`src/rtl/sync_fifo_flex.sv`:
```
`default_nettype none
// ============================================================================
//  Module      : sync_fifo_flex
//  Description : Single-clock FIFO with selectable registered or
//                first-word-fall-through read, occupancy count,
//                almost-full/almost-empty thresholds, synchronous flush and
//                sticky overflow/underflow flags.
//  Revision    : 1.0  initial release
// ============================================================================
module sync_fifo_flex #(
    parameter int unsigned DATA_WIDTH = 8,
    parameter int unsigned DEPTH      = 32,
    parameter int unsigned ADDR_WIDTH = 5,
    parameter int unsigned FWFT       = 0,
    parameter int unsigned AF_THRESH  = DEPTH - 4,
    parameter int unsigned AE_THRESH  = 4
) (
    input  logic                  clk,
    input  logic                  rst,
    input  logic                  clr,
    input  logic                  wr_en,
    input  logic [DATA_WIDTH-1:0] wr_data,
    output logic                  full,
    output logic                  almost_full,
    input  logic                  rd_en,
    output logic [DATA_WIDTH-1:0] rd_data,
    output logic                  rd_valid,
    output logic                  empty,
    output logic                  almost_empty,
    output logic [ADDR_WIDTH:0]   level,
    output logic                  overflow,
    output logic                  underflow
);

    localparam logic [ADDR_WIDTH:0] c_level_full = (ADDR_WIDTH+1)'(DEPTH);
    localparam logic [ADDR_WIDTH:0] c_af_thresh  = (ADDR_WIDTH+1)'(AF_THRESH);
    localparam logic [ADDR_WIDTH:0] c_ae_thresh  = (ADDR_WIDTH+1)'(AE_THRESH);

    logic [DATA_WIDTH-1:0] r_mem [DEPTH];
    logic [ADDR_WIDTH-1:0] r_wr_ptr;
    logic [ADDR_WIDTH-1:0] r_rd_ptr;
    logic [ADDR_WIDTH:0]   r_level;
    logic                  r_overflow;
    logic                  r_underflow;

    logic w_full;
    logic w_empty;
    logic w_wr_acc;
    logic w_rd_acc;

    // Status is decoded purely from the registered count, so no request
    // input ever reaches a status output combinationally.
    assign w_full   = (r_level == c_level_full);
    assign w_empty  = (r_level == '0);
    assign w_wr_acc = wr_en & ~w_full;
    assign w_rd_acc = rd_en & ~w_empty;

    assign full         = w_full;
    assign empty        = w_empty;
    assign almost_full  = (r_level >= c_af_thresh);
    assign almost_empty = (r_level <= c_ae_thresh);
    assign level        = r_level;
    assign overflow     = r_overflow;
    assign underflow    = r_underflow;

    // Storage write; contents are not reset, and nothing lands during a flush.
    always_ff @(posedge clk) begin
        if (!rst && !clr && w_wr_acc) begin
            r_mem[r_wr_ptr] <= wr_data;
        end
    end

    // Pointers wrap naturally because DEPTH is a power of two.
    always_ff @(posedge clk) begin
        if (rst || clr) begin
            r_wr_ptr <= '0;
            r_rd_ptr <= '0;
        end else begin
            if (w_wr_acc) r_wr_ptr <= r_wr_ptr + 1'b1;
            if (w_rd_acc) r_rd_ptr <= r_rd_ptr + 1'b1;
        end
    end

    // Occupancy counter: a simultaneous accepted write and read cancel out.
    always_ff @(posedge clk) begin
        if (rst || clr) begin
            r_level <= '0;
        end else begin
            case ({w_wr_acc, w_rd_acc})
                2'b10:   r_level <= r_level + 1'b1;
                2'b01:   r_level <= r_level - 1'b1;
                default: r_level <= r_level;
            endcase
        end
    end

    // Sticky error flags, cleared only by reset or flush.
    always_ff @(posedge clk) begin
        if (rst || clr) begin
            r_overflow  <= 1'b0;
            r_underflow <= 1'b0;
        end else begin
            if (wr_en && w_full)  r_overflow  <= 1'b1;
            if (rd_en && w_empty) r_underflow <= 1'b1;
        end
    end

    generate
        if (FWFT != 0) begin : g_fwft
            // Head word is always presented; rd_en only acknowledges it.
            assign rd_data  = r_mem[r_rd_ptr];
            assign rd_valid = ~w_empty;
        end else begin : g_registered
            logic [DATA_WIDTH-1:0] r_rd_data;
            logic                  r_rd_valid;

            // One-cycle registered read; data holds across flush and idle cycles.
            always_ff @(posedge clk) begin
                if (rst) begin
                    r_rd_data  <= '0;
                    r_rd_valid <= 1'b0;
                end else if (clr) begin
                    r_rd_valid <= 1'b0;
                end else begin
                    r_rd_valid <= w_rd_acc;
                    if (w_rd_acc) r_rd_data <= r_mem[r_rd_ptr];
                end
            end

            assign rd_data  = r_rd_data;
            assign rd_valid = r_rd_valid;
        end
    endgenerate

endmodule
`default_nettype wire
```
`config.mk`:
```
export PLATFORM = sky130hd
export DESIGN_NAME = sync_fifo_flex
export DESIGN_NICKNAME = d
export VERILOG_FILES = /design/src/rtl/sync_fifo_flex.sv
export SDC_FILE = /design/constraint.sdc
export NUM_CORES = 1
export LEC_CHECK = 0
export CORE_MARGIN = 2
export CORE_UTILIZATION = 40
export DETAILED_ROUTE_END_ITERATION = 8
export PLACE_DENSITY = 0.65
export SETUP_SLACK_MARGIN = 0.02
export SYNTH_ARGS = -nofsm -noshare
export SYNTH_HDL_FRONTEND = slang
export SYNTH_SLANG_ARGS = --single-unit
```
`constraint.sdc`:
```
create_clock -name clk -period 5.3 [get_ports clk]
set_clock_uncertainty 0.05 [all_clocks]
set_input_delay 1.06 -clock clk [delete_from_list [all_inputs] [get_ports clk]]
set_output_delay 1.06 -clock clk [all_outputs]
set_load 0.05 [all_outputs]
```
======== After elaboration in Yosys (flattened, before gate mapping) ========
Memories as Yosys holds them, arrays and structs flattened. A register that Yosys moved wholly into a read port is not among the register bits.
Cells that the tools add are included.
word-level totals
  register bits after elaboration ......... 19
  output and inout port bits .............. 21
  word-level logic and storage cells ...... 35
  memories kept ........................... 1
  bits in writable memories ............... 256
cells by class
  equality and inequality tests ........... 3
  $add $sub $neg .......................... 4
  reduce and logical (&&, ||, !) cells .... 11
  multiplexer cells ....................... 3
  bitwise logic cells ..................... 5
  order comparisons ....................... 2
memory list
  memory  words  bits a word  rd ports  clocked after Yosys merged registers in  write ports  RTL line  source
  r_mem   32     8            1         1                                        1            39        logic [DATA_WIDTH-1:0] r_mem [DEPTH];
operators with widths
  kind                                                 count
  one-hot mux 6 bit (2 select lines)                   1
  adder 5 x 1 -> 5 bit, second input constant          2
  adder 6 x 1 -> 6 bit, second input constant          1
  equality test 6 bit, second input constant           1
  >= comparator 6 x 5 -> 1 bit, second input constant  1
  <= comparator 6 x 3 -> 1 bit, second input constant  1
  logical NOT 6 bit                                    1
  subtractor 6 x 1 -> 6 bit, second input constant     1
  logical AND 1 bit                                    4
  inverter 1 bit                                       3
  bitwise AND 1 bit                                    2
  equality test 2 x 1 -> 1 bit, second input constant  1
  equality test 2 bit, second input constant           1
  logical NOT 1 bit                                    2
  two-way mux 1 bit                                    2
  AND reduction 2 bit                                  1
  nonzero test 2 bit                                   1
  OR reduction 2 bit                                   1
  logical OR 1 bit                                     1

======== Logic depth before layout (Yosys ltp) ========
  depth after elaboration ................. 6
  mapped depth ............................ 14
  gate-level depth less buffers ........... 12

======== Worst setup path before layout ========
OpenSTA, ideal clock, no wires.
  path type ............................... reg2reg
  from .................................... reg r_level[3] (netlist: level[3])
  to ...................................... reg r_level[4] (netlist: level[4])
  cell stages (with the launch flop) ...... 15
  setup slack ............................. 1667 ps
  setup time .............................. 132 ps
  required time ........................... 5118 ps
  arrival time ............................ 3451 ps
  cells stage by stage .................... dfxtp_1 > buf_2 > or4_4 > nor3_4 > or2b_2 > inv_2 > ha_1 > clkbuf_1 > xor2_1 > ha_1 > a21oi_1 > o22ai_1 > a222oi_1 > or3_1 > a21oi_1
between the ends
  longest elaborated chain between the ends .. 5
RTL lines
  item                                                                             RTL line  source
  start: declaration                                                               42        logic [ADDR_WIDTH:0] r_level;
  start signal: assignment                                                         90        2'b10: r_level <= r_level + 1'b1;
  start signal: assignment                                                         91        2'b01: r_level <= r_level - 1'b1;
  start signal: assignment                                                         92        default: r_level <= r_level;
  logical NOT 6 bit (*)                                                            54        assign w_empty = (r_level == '0);
  net empty                                                                        28        output logic empty,
  inverter 1 bit (*)                                                               56        assign w_rd_acc = rd_en & ~w_empty;
  bitwise AND 1 bit (*)                                                            56
  net w_rd_acc                                                                     49        logic w_rd_acc;
  equality test 2 x 1 -> 1 bit / equality test 2 bit (equally long branches)       89        case ({w_wr_acc, w_rd_acc})
  one-hot mux 6 bit (2 select lines) / nonzero test 2 bit (equally long branches)  --
The timed path passes the listed nets; every way through them passes the cells marked *.
A chain may end at the register's enable or synchronous reset.

======== Worst setup path after layout ========
  from .................................... reg r_level[3] (netlist: level[3])
  to ...................................... out full
between the ends
  longest elaborated chain between the ends .. 1
RTL lines
  item                 RTL line  source
  equality test 6 bit  53        assign w_full = (r_level == c_level_full);
  end: declaration     23        output logic full,
Every way passes these cells.

==> results.md <==
- The worst setup path is launched from a register.
- The area growth from synthesis to layout is 14.8%.
- The tree is rooted in a sky130_fd_sc_hd__clkbuf_16.
- In this run the cell area of the synthesized design comes to 11200 µm².
- The class of the tightest hold or removal check is reg -> reg.
- The chip height is 172 µm.
- The floorplan step defined a die boundary enclosing 29400 µm².
- The net switching component of the power is 0.000926 W.
- The count of buffers added on input and output ports is 33.
- The total congestion overflow is 0.
- The number of primary I/O pins is 34.
- The clock-pin slew on the worst setup and hold paths is 0.06 ns.
- The count of pins over their slew limit is 0.
- The cell total after placement is 1001.
- The total via count after detailed routing is 5820.
- The per-cell via count in the routed design is 5.53.
- The final layout contains routed wiring with a total length of 24200 µm.
- The final layout contains 674 nets.
- The maximum fanout count along the critical path is 11.
- The fraction of registers with async set or reset after synthesis is 0%.
- For this run, the number of standard cells in the final layout without fillers is 1052.
- In the layout the commonest cells are sky130_fd_sc_hd__edfxtp_1, sky130_fd_sc_hd__nor2_1, sky130_fd_sc_hd__mux4_2.
- The via count of the first global-routing pass is 5946.
- Setup repair after global routing left no endpoint under its margin.
- Fill cells in the final layout number 2289.
- The number of standard-cell rows in the floorplan is 61.
- The class of the most critical setup path is reg -> out.
- The biggest area consumer among synthesized cells is sky130_fd_sc_hd__edfxtp_1.
- The detailed-router iteration count before antenna repair is 5.
- Once the clock tree was built, the setup fixing pass inserted 0 buffers.
- For this run, the total global-route usage over all layers was measured as 16.8%.
- The startpoint identified for the worst register-to-register timing path is level[3].
- In the final routed layout, each cell accounts on average for 23.0 µm.
- Of the cells placed in the final design, the portion with a size suffix greater than 1 is 17.7%.
- The initial utilization of the core area, before any placement, comes to 40.5%.
- Walking the worst path, the cells encountered are or4_4, nor3_1, clkdlybuf4s50_1.
- The proportion of total power due to net switching is 19.9%.
- The CTS tree is built.
- The placer's final routability congestion estimate is 0.822.
- The slowest stage of the critical path is the sky130_fd_sc_hd__clkdlybuf4s50_1 cell.
- The count of mapped cells out of synthesis is 614.
- Sorting the synthesized cells by area gives the leading types as sky130_fd_sc_hd__edfxtp_1, sky130_fd_sc_hd__mux4_2, sky130_fd_sc_hd__dfxtp_1.
- The HPWL after detailed placement is 15300 µm.
- The wire length of the first global-routing pass is 36900 µm.
- In the routed design, unresolved DRC markers number 0.
- Sequential cells were found to cover 73.3% of the synthesized design area.
- The final critical path time including I/O delays and setup is 3.76 ns.
- The arrival time at the worst endpoint is 2.65 ns.
- The H-tree depth is 1.
- The clock latency of the later-clocked register in the worst-skew pair is 0.54 ns.
- Counting flops with a built-in enable in the synthesized netlist gives 256.
- Per report_power, the combinational group accounts for 3.9% of the total.
- At the pin with the least slew margin, the transition time is 1.30 ns.
- The remaining antenna violation count is 0.
- The synthesized design contains 283 register bits.
- The total number of clock tree sinks is 283.
- The post-route setup TNS is 0 ns.
- Internal power comes to 0.00374 W.
- The worst slew margin relative to its limit is 13.2%.
- Of the available clock period, the critical path in the final layout requires 71.0%.
- Tracing the worst setup path back leads to its startpoint at level[3].
- Timing would allow up to 266 MHz.
- In this design, the largest share of critical-path delay is due to buffers and inverters.
- Averaged over all synthesized cells, the footprint is 18.3 µm².
- The pin count of the biggest net entering global routing is 35.
- Data on the critical path is required at its endpoint by 4.19 ns.
- The number of failing hold endpoints at the final stage is 0.
- Summed over its instances, the top area cell type makes up 68.5% of the synthesized netlist area.
- The placeable core region is 27700 µm².
- The post-synthesis net count is 635.
- In this run the most critical hold path is launched from rd_data[6].
- Among all flip-flop cells after synthesis, the most frequent one is sky130_fd_sc_hd__edfxtp_1.
- For this design the static power due to leakage is 3.93 nW.
- The share of power burned in the clock network is 43.6%.
- The library cell used most frequently in the layout, excluding fill and tap cells, is sky130_fd_sc_hd__edfxtp_1.
- The max-cap violation count is 0.
- The run finished with clean final reports.
- From left edge to right edge, the die measures 172 µm.
- In this run the power density over the cells is 362 nW/µm².
- The type of destination of the critical path is an output port.
- The number of library cell types mapped by synthesis is 52.
- The number of buffers added to fix hold violations after cts is 0.
- The largest incremental delay on the critical path is 0.85 ns.
- The combined buffer and inverter count along the critical path is 1.
- The number of antenna violations at the first check in global routing came to 0.
- In this run the deepest clock path goes through 3 buffers.
- VDD sags by at most 0.232 mV.
- The number of gates resized after CTS is 0.
- The warning count from the yosys run is 0.
- The final antenna diode count is 0.
- The initial DRC count is 544.
- Setup violations remaining at the end of the flow were counted as 0.
- Of the total power, registers draw 52.5%.
- Clock tree synthesis inserted a total of 28 buffers.
-- worst register-to-register path: stages, from the launching register on --
cell	delay (ns)
sky130_fd_sc_hd__dfxtp_1	0.42
sky130_fd_sc_hd__or4_4	0.62
sky130_fd_sc_hd__o31a_1	0.35
sky130_fd_sc_hd__inv_1	0.15
sky130_fd_sc_hd__ha_1	0.34
sky130_fd_sc_hd__xor2_1	0.12
sky130_fd_sc_hd__ha_1	0.19
sky130_fd_sc_hd__a21oi_1	0.24
sky130_fd_sc_hd__o22ai_1	0.13
sky130_fd_sc_hd__a222oi_1	0.30
sky130_fd_sc_hd__or3_1	0.18
sky130_fd_sc_hd__a21oi_1	0.07
-- flip-flops by register name (all words and copies together) (netlist names) --
register   cells
r_mem        256
rd_data        8
level          6
r_rd_ptr       5
r_wr_ptr       5
overflow       1
rd_valid       1
underflow      1
-- power groups by stage --
stage / sequential (W) / clock [W] / combinational, W
after CTS: 0.00245 / 0.00207 / 0.000184
after floorplan: 0.00251 / 0 / 0.0000928
after global placement: 0.00250 / 0 / 0.000178
after global routing: 0.00245 / 0.00216 / 0.000195
final: 0.00245 / 0.00203 / 0.000181
after detailed placement: 0.00250 / 0 / 0.000183
-- metal layers --
layer  up-vias  GRT usage [%]  part of all wire, %
met2       236           26.1                   47
met4         0           4.90                  2.2
li1       2548              -                    -
met1      3003           24.3                   44
met3        33           3.13                  6.9
met5         -              0                    0
-- synth_stat cells, types with 9 or more instances --
| cell | count |
|---|---|
| sky130_fd_sc_hd__a21oi_1 | 25 |
| sky130_fd_sc_hd__a22o_1 | 14 |
| sky130_fd_sc_hd__clkbuf_1 | 17 |
| sky130_fd_sc_hd__dfxtp_1 | 27 |
| sky130_fd_sc_hd__edfxtp_1 | 256 |
| sky130_fd_sc_hd__mux2i_1 | 38 |
| sky130_fd_sc_hd__mux4_2 | 47 |
| sky130_fd_sc_hd__nand2_1 | 15 |
| sky130_fd_sc_hd__nor2_1 | 50 |
| sky130_fd_sc_hd__xor2_1 | 9 |
-- layout make-up --
class | instances | area, µm² | area share, %
Inverter | 7 | 26.3 | 0.204
Clock buffer | 32 | 737 | 5.72
Multi-Input combinational cell | 289 | 2800 | 21.7
Tap cell | 378 | 473 | 3.67
Timing Repair Buffer | 44 | 403 | 3.13
Sequential cell | 283 | 8230 | 63.9
Clock inverter | 19 | 223 | 1.73
-- logic make-up (layout without fill, tap and decap cells) --
logic type,count (synthesis),count (layout),synth area share (%)
xor+xnor,12,12,0.936
compound gates,83,83,5.63
mux,86,86,13.1
simple gates,100,100,4.40
buf+inv,42,102,1.81
flops,283,283,73.3
fa+ha+maj,8,8,0.892
-- stage by stage --
step	power (W)	utilization, %	instance area (µm²)	hold WS, ns	worst slack (ns)
2_1_floorplan	0.00260	-	11200	0.432	1.67
3_3_place_gp	0.00268	43.1	11900	0.419	1.56
3_5_place_dp	0.00268	43.1	11900	0.415	1.45
4_1_cts	0.00471	46.6	12900	0.440	1.52
5_1_grt	0.00480	46.5	12900	0.447	1.45
6_report	0.00467	46.5	12900	0.438	1.54
-- worst paths after layout --
path	end	slack, ns	depth (start not counted)
worst max-delay path	full	1.54	3
worst min-delay path	rd_data[6]	0.44	1
worst max register to register	level[4]	2.00	11
worst min register to register	rd_data[6]	0.44	1
Power figures use the tool's default switching activity.
